$ cat config.mk
export PLATFORM = sky130hd
export DESIGN_NAME = pc_unit
export DESIGN_NICKNAME = d
export VERILOG_FILES = /design/src/rtl/pc_pkg.sv /design/src/rtl/npc_ras.sv /design/src/rtl/pc_unit.sv
export SDC_FILE = /design/constraint.sdc
export NUM_CORES = 1
export LEC_CHECK = 0
export CORE_MARGIN = 1
export CORE_UTILIZATION = 56
export DETAILED_ROUTE_END_ITERATION = 6
export PLACE_DENSITY_LB_ADDON = 0.12
export SLEW_MARGIN = 25
export SYNTH_ARGS = -nofsm -noshare
export SYNTH_HDL_FRONTEND = slang
export SYNTH_HIERARCHICAL = 1
export SYNTH_SLANG_ARGS = --single-unit
$ cat constraint.sdc
create_clock -name clk -period 8.4 [get_ports clk]
set_input_delay 1.68 -clock clk [delete_from_list [all_inputs] [get_ports clk]]
set_output_delay 1.68 -clock clk [all_outputs]
set_load 0.01 [all_outputs]
$ cat src/rtl/pc_pkg.sv
// rtl/pc_pkg.sv - shared next-PC mode encodings and constants for pc_unit
package pc_pkg;

    typedef enum logic [2:0] {
        NPC_SEQ = 3'b000,
        NPC_BEQ = 3'b001,
        NPC_BNE = 3'b010,
        NPC_J   = 3'b011,
        NPC_JAL = 3'b100,
        NPC_JR  = 3'b101,
        NPC_RET = 3'b110,
        NPC_RSV = 3'b111
    } npc_sel_e;

    localparam int unsigned PC_STEP = 4;

endpackage

$ cat src/rtl/npc_ras.sv
// rtl/npc_ras.sv - circular return-address stack; pushes when full overwrite the oldest entry
module npc_ras
    import pc_pkg::*;
#(
    parameter int XLEN      = 32,
    parameter int RAS_DEPTH = 4
) (
    input  logic            clk,
    input  logic            rst,
    input  logic            push,
    input  logic            pop,
    input  logic [XLEN-1:0] din,
    output logic [XLEN-1:0] top,
    output logic            empty,
    output logic            full
);

    localparam int PW = $clog2(RAS_DEPTH);

    logic [XLEN-1:0] r_mem [RAS_DEPTH];
    logic [PW-1:0]   r_tp;
    logic [PW:0]     r_cnt;
    logic [PW-1:0]   w_top_idx;

    // r_tp is the next slot to write; the live top sits one below it
    assign w_top_idx = r_tp - PW'(1);
    assign top       = r_mem[w_top_idx];
    assign empty     = (r_cnt == '0);
    assign full      = (r_cnt == (PW+1)'(RAS_DEPTH));

    always_ff @(posedge clk or posedge rst) begin
        if (rst) begin
            r_tp  <= '0;
            r_cnt <= '0;
        end else if (push) begin
            r_tp <= r_tp + PW'(1);
            if (!full) r_cnt <= r_cnt + (PW+1)'(1);
        end else if (pop && !empty) begin
            r_tp  <= w_top_idx;
            r_cnt <= r_cnt - (PW+1)'(1);
        end
    end

    always_ff @(posedge clk) begin
        if (push) r_mem[r_tp] <= din;
    end

endmodule

$ cat src/rtl/pc_unit.sv
// rtl/pc_unit.sv - architectural PC register, next-PC selection, RAS control and status flags
module pc_unit
    import pc_pkg::*;
#(
    parameter int          XLEN      = 32,
    parameter logic [31:0] RESET_PC  = 32'h0000_3000,
    parameter int          RAS_DEPTH = 4
) (
    input  logic            clk,
    input  logic            rst,
    input  logic            pc_wr,
    input  logic [2:0]      npc_sel,
    input  logic            zero,
    input  logic [XLEN-1:0] imm,
    input  logic [25:0]     instr_index,
    input  logic [XLEN-1:0] rs_val,
    output logic [XLEN-1:0] pc,
    output logic [XLEN-1:0] pc_plus4,
    output logic [XLEN-1:0] npc,
    output logic            ras_empty,
    output logic            ras_full,
    output logic            ras_underflow,
    output logic            misalign
);

    localparam logic [XLEN-1:0] L_RESET_PC = XLEN'(RESET_PC);

    logic [XLEN-1:0] r_pc;
    logic            r_underflow;
    logic            r_misalign;

    npc_sel_e        w_sel;
    logic [XLEN-1:0] w_pc_plus4;
    logic [XLEN-1:0] w_br_tgt;
    logic [XLEN-1:0] w_j_tgt;
    logic [XLEN-1:0] w_ind_raw;
    logic [XLEN-1:0] w_ras_top;
    logic            w_ras_empty;
    logic            w_ras_full;
    logic            w_is_ind;
    logic            w_push;
    logic            w_pop;
    logic [XLEN-1:0] w_npc;

    assign w_sel      = npc_sel_e'(npc_sel);
    assign w_pc_plus4 = r_pc + XLEN'(PC_STEP);
    assign w_br_tgt   = w_pc_plus4 + (imm << 2);
    assign w_j_tgt    = {w_pc_plus4[XLEN-1:28], instr_index, 2'b00};
    // ret falls back to the register value when the stack has nothing to offer
    assign w_ind_raw  = (w_sel == NPC_RET && !w_ras_empty) ? w_ras_top : rs_val;
    assign w_is_ind   = (w_sel == NPC_JR) || (w_sel == NPC_RET);
    assign w_push     = pc_wr && (w_sel == NPC_JAL);
    assign w_pop      = pc_wr && (w_sel == NPC_RET);

    always_comb begin
        w_npc = w_pc_plus4;
        case (w_sel)
            NPC_BEQ:         w_npc = zero  ? w_br_tgt : w_pc_plus4;
            NPC_BNE:         w_npc = !zero ? w_br_tgt : w_pc_plus4;
            NPC_J, NPC_JAL:  w_npc = w_j_tgt;
            NPC_JR, NPC_RET: w_npc = {w_ind_raw[XLEN-1:2], 2'b00};
            default:         w_npc = w_pc_plus4;
        endcase
    end

    npc_ras #(
        .XLEN      (XLEN),
        .RAS_DEPTH (RAS_DEPTH)
    ) u_ras (
        .clk   (clk),
        .rst   (rst),
        .push  (w_push),
        .pop   (w_pop),
        .din   (w_pc_plus4),
        .top   (w_ras_top),
        .empty (w_ras_empty),
        .full  (w_ras_full)
    );

    always_ff @(posedge clk or posedge rst) begin
        if (rst) begin
            r_pc        <= L_RESET_PC;
            r_underflow <= 1'b0;
            r_misalign  <= 1'b0;
        end else begin
            r_underflow <= w_pop && w_ras_empty;
            if (pc_wr) begin
                r_pc <= w_npc;
                if (w_is_ind && (w_ind_raw[1:0] != 2'b00)) r_misalign <= 1'b1;
            end
        end
    end

    assign pc            = r_pc;
    assign pc_plus4      = w_pc_plus4;
    assign npc           = w_npc;
    assign ras_empty     = w_ras_empty;
    assign ras_full      = w_ras_full;
    assign ras_underflow = r_underflow;
    assign misalign      = r_misalign;

endmodule
### Yosys cells after proc, flatten, opt, wreduce, memory -nomap -nowiden

Memory sizes are Yosys's and may differ from the RTL's.
Cells that the tools add are included.

| cells by class | value |
|---|---|
| multiplexer cells | 11 |
| equal/unequal tests | 8 |
| reduce and logical (&&, ||, !) cells | 15 |
| $add $sub $neg | 6 |

Operators by type and width:

| kind | number |
|---|---|
| one-hot mux 32 bit (4 select lines) | 1 |
| two-way mux 32 bit | 3 |
| adder 32 x 3 -> 32 bit, second input constant | 1 |
| adder 32 bit | 1 |
| == test 3 bit, second input constant | 4 |
| two-way mux 3 bit | 3 |
| == test 3 x 2 -> 1 bit, second input constant | 2 |
| logical AND 1 bit | 6 |
| two-way mux 2 bit | 2 |
| AND reduction 2 bit | 2 |
| nonzero test 2 bit | 2 |
| OR reduction 2 bit | 2 |
| adder 3 x 1 -> 3 bit, second input constant | 1 |
| == test 3 x 1 -> 1 bit, second input constant | 1 |
| logical NOT 3 bit | 1 |
| subtractor 3 x 1 -> 3 bit, second input constant | 1 |
| adder 2 x 1 -> 2 bit, second input constant | 1 |
| two-way mux 1 bit | 2 |
| != test 2 bit, second input constant | 1 |
| subtractor 2 x 1 -> 2 bit, second input constant | 1 |
| logical NOT 1 bit | 1 |
| logical OR 1 bit | 1 |

| storage, ports and cells | value |
|---|---|
| memories kept | 1 |
| input port bits | 97 |
| output and inout bits | 100 |
| memory bits (writable) | 128 |
| register bits after elaboration | 39 |
| word-level logic and storage cells | 46 |

Memory list:

| name | words | width | read ports | clocked after Yosys merged registers in | write ports | RTL line | text |
|---|---|---|---|---|---|---|---|
| u_ras.r_mem | 4 | 32 | 1 | 0 | 1 | npc_ras.sv:20 | `logic [XLEN-1:0] r_mem [RAS_DEPTH];` |

### Longest topological paths before layout

| logic depth | value |
|---|---|
| word-level depth | 7 |
| depth in mapped cells | 17 |
| mapped depth without buffers | 16 |

### Cells and area by module

The synthesis kept the hierarchy.

By module, submodules not included:

| module | times used | area an instance (um2) | cells each | seq. area each (um2) |
|---|---|---|---|---|
| npc_ras | 1 | 5007.3 | 210 | 3968.8 |
| pc_unit | 1 | 4672.0 | 583 | 853.3 |

### Worst setup path after synthesis

Ideal clock, no wire load.

| timing path | value |
|---|---|
| path kind | input port to output port |
| start point | input imm[0] |
| end point | output npc[30] |
| cell stages on the path | 11 |
| required time | 6.720 ns |
| buffers on the path | 0 |
| arrival | 4.008 ns |
| setup slack | 2.712 ns |
| cell sequence | ha_1 inv_1 fa_1 and2b_1 o2111ai_1 a31oi_4 o211ai_1 a2111o_1 and3_1 nor3_1 a21bo_1 |

| between the ends | value |
|---|---|
| longest elaborated chain between the ends | 3 |
| elaborated cells on any way between the ends | 4 |
| those cells by class | 1 x add/sub; 3 x mux |

Ends and longest elaborated chain:

| element | RTL line | text |
|---|---|---|
| from (decl) | pc_unit.sv:14 | `input logic [XLEN-1:0] imm,` |
| adder 32 bit * | pc_unit.sv:47 | `assign w_br_tgt = w_pc_plus4 + (imm << 2);` |
| two-way mux 32 bit, on equally long branches | pc_unit.sv:59, pc_unit.sv:58 |  |
| one-hot mux 32 bit (4 select lines) * | pc_unit.sv:57 | `case (w_sel)` |
| to (decl) | pc_unit.sv:19 | `output logic [XLEN-1:0] npc,` |

Mark *: on every way between the ends. The rest lies on a longest branch, timed or not.

### Final worst setup path

| timing path | value |
|---|---|
| start point | register r_pc[2], in the netlist pc[2] |
| end point | output npc[28] |

| between the ends | value |
|---|---|
| longest elaborated chain between the ends | 4 |
| elaborated cells on any way between the ends | 5 |
| those cells by class | 2 x add/sub; 3 x mux |

Ends and longest elaborated chain:

| element | RTL line | text |
|---|---|---|
| from (decl) | pc_unit.sv:28 | `logic [XLEN-1:0] r_pc;` |
| from (signal assigned) | pc_unit.sv:88 | `r_pc <= w_npc;` |
| adder 32 x 3 -> 32 bit * | pc_unit.sv:46 | `assign w_pc_plus4 = r_pc + XLEN'(PC_STEP);` |
| adder 32 bit | pc_unit.sv:47 |  |
| two-way mux 32 bit, on equally long branches | pc_unit.sv:59, pc_unit.sv:58 |  |
| one-hot mux 32 bit (4 select lines) * | pc_unit.sv:57 |  |

Marks and branches as above.

==> flow_summary_export.csv <==
group,metric,value,unit
clock_tree,ctsHoldBuffers,0,
floorplan,start_util,0.5796,
sta,post-route-period-util,0.8654,
clock_tree,clk_latency,430,ps
outcome,violations,"DRC",
cells_and_area,drive_gt1_frac,0.1351,
clock_tree,htree_num_levels,4,
synthesis,ys_ff_latch,167,
clock_tree,path_clk_slew,60,ps
clock_tree,clk_path_buf_depth,2,
cells_and_area,final_common_cell,"clkdlybuf4s50_1",
synthesis,syn-num-nets,931,
worst_setup_path,cp_data_required_time,6720,ps
clock_tree,cts_setup_buffers,0,
cells_and_area,n_antenna_cell,0,
cells_and_area,fillers,1150,
worst_setup_path,r2r_setup_slack,3750,ps
synthesis,synthCells,793,
synthesis,synth_edf_count,128,
synthesis,ys_seq_area_frac,0.4982,
sta,period_minus_slack,7269,ps
global_routing,grt_pass1_wl,43140,um
worst_setup_path,critical_path_class,"reg -> out",
routing,avgViaCountPerCell,6.386,
synthesis,async_flop_share,0.2335,
worst_hold_path,hold_depth,1,
global_routing,grt_antenna_before_repair,0,
synthesis,ys.flop_type,"edfxtp_1",
placement,place.gp.congestion,0.9525,
cells_and_area,final_cell_mix,"clkdlybuf4s50_1, edfxtp_1, nand2_1",
global_routing,grt_use_total,0.3242,
synthesis,synth_area,0.009679,mm2
routing,ant_nets,0,
synthesis,yosys_warnings,6,
routing,drt-pass1-iter-count,7,
clock_tree,cts_sinks,167,
worst_hold_path,hold_start,"misalign",
sta,fin_setup_tns,0,ps
routing,remaining_drc_errors,19,
floorplan,die_area,0.01781,mm2
sta,setup-violations-final,0,
cells_and_area,final_area,0.01244,mm2
global_routing,grt_max_degree,42,
pwr,power.leakage,4.495,nW
synthesis,ys_types,77,
sta,maxSlewHeadroom,0.4331,
placement,hpwl,19360,um
worst_setup_path,end_kind,"output pin",
flow_run,max-cap-violations,0,
sta,hold_violations,0,
floorplan,die_height,133.5,um
global_routing,gr-total-overflow,0,
worst_setup_path,reg2reg_to,"pc[28]",
floorplan,core,0.01670,mm2
worst_setup_path,reg2reg_from,"pc[2]",
worst_setup_path,rr_worst_depth,15,
clock_tree,cts_tree,"yes",
cells_and_area,nets,1124,
floorplan,std_cell_rows,47,
worst_setup_path,worst-path-max-fanout,8,
worst_hold_path,min_path_type,"reg -> reg",
routing,drtIter0Drc,754,
sta,rsz0062_at_grt,"false",
worst_hold_path,hold_end,"misalign",
clock_tree,cts_buffers,17,
pwr,power_density,274.1,mW/mm2
sta,worstMarginPinSlew,850.4,ps
placement,numPortBuffers,194,
worst_setup_path,worstSetupStartpointType,"register",
synthesis,syn_avg_cell_area,12.21,um2
sta,skew,10.17,ps
routing,via_count,7784,
routing,routedWlPerCell,22.73,um
outcome,status,"finished with violations",
cells_and_area,syn2layout_area_growth,28.55,%
sta,slew_violations,0,
clock_tree,cts_resized,0,
clock_tree,clockRootBuffer,"clkbuf_16",
placement,place_area,0.01186,mm2
floorplan,io_pins,197,
floorplan,die_w,133.5,um
global_routing,grt_pass1_vias,7852,
worst_setup_path,cp.arrival,5590,ps
pwr,vdd_drop_max,0.0001728,V
sta,max_freq,137.6,MHz
routing,drt-total-wl,27710,um
## where the power goes
part	leakage (nW)	internal [mW]	switching [mW]
Combinational	2.59	0.735	0.789
Sequential	1.62	1.01	0.0882
Clock	0.280	0.448	0.340
## cells by family (layout without fill, tap and decap cells)
kind of cell | Yosys count | count (layout) | share of synthesized area
buf+inv | 52 | 258 | 0.02443
fa+ha+maj | 41 | 41 | 0.05455
flops | 167 | 167 | 0.4982
compound gates | 190 | 190 | 0.1387
simple gates | 217 | 217 | 0.1132
xor+xnor | 48 | 48 | 0.04343
mux | 78 | 78 | 0.1275
## Yosys cell counts (6+ instances only)
cell      number  share of area
and3_1         8         0.0052
a21oi_1       38          0.020
nand3_1       27          0.014
inv_1         16         0.0062
and4_1         6         0.0054
o21ai_0       39          0.020
xnor2_1       29          0.026
buf_2          9         0.0047
a21o_1        12         0.0093
clkbuf_1      18         0.0070
a221o_1        7         0.0072
and2_1        15         0.0097
nand2_1       54          0.021
nor3_1        10         0.0052
nor2_1        51          0.020
xor2_1        19          0.017
mux2i_1       13          0.013
nand4_1       13         0.0084
mux2_2        32          0.037
mux4_2        33          0.077
a222oi_1      15          0.016
buf_4          6         0.0047
dfrtp_1       37          0.096
o21a_1         8         0.0062
o21ai_1       12         0.0062
ha_1          39          0.050
edfxtp_1     128           0.40
## worst max path at each step
stage | startpoint | end | slack, ps | cells past startpoint
after floorplan | imm[0] | npc[30] | 2710 | 11
after global placement | imm[0] | npc[30] | 1430 | 13
after detailed placement | imm[0] | npc[30] | 1400 | 13
after CTS | pc[2] | npc[28] | 1190 | 16
after global routing | pc[2] | npc[28] | 830 | 16
final | pc[2] | npc[28] | 1130 | 16
## stage by stage
step           hold WS [ps]  std cells  setup slack (ps)    util  power [mW]
2_1_floorplan         511.7        793              2712       -       2.063
3_3_place_gp          451.3       1187              1429  0.7092       2.595
3_5_place_dp          459.8       1187              1400  0.7098       2.616
4_1_cts               474.4       1219              1186  0.7450       3.408
5_1_grt               495.8       1219             826.1  0.7451       3.585
6_report              470.0       1219              1131  0.7451       3.411
## area by class of cell
type | count | area (um2) | area share
clock inverters | 13 | 143.9 | 0.01156
clock buffers | 19 | 442.9 | 0.03560
repair buffers | 209 | 2049 | 0.1647
well taps | 220 | 275.3 | 0.02212
multi-input cells | 574 | 4644 | 0.3733
inverters | 17 | 63.81 | 0.005128
flip-flops and latches | 167 | 4823 | 0.3876
## critical path, cell delays in order, from the launching register on
cell and delay (ps):
dfrtp_1 410, ha_1 250, and4_1 330, and4_1 270, and2_1 350, nand3_1 140
xnor2_1 630, ha_1 400, and2_0 210, a221oi_2 340, nand2_1 90, a221o_1 370
a21o_1 210, a21o_1 160, a211oi_2 270, a21bo_1 250, clkdlybuf4s50_1 480
## flip-flops by register name, indices dropped and copies added (netlist names)
name           count
u_ras/r_mem      128
pc                32
u_ras/r_cnt        3
u_ras/r_tp         2
misalign           1
ras_underflow      1
## per-layer routing
metal  part of all wire  track usage
met3              0.086      0.05822
met1               0.40       0.4333
met2               0.48       0.5255
met5                  0            0
met4              0.031       0.1338
No activity file was read; power rests on OpenSTA's default activity.
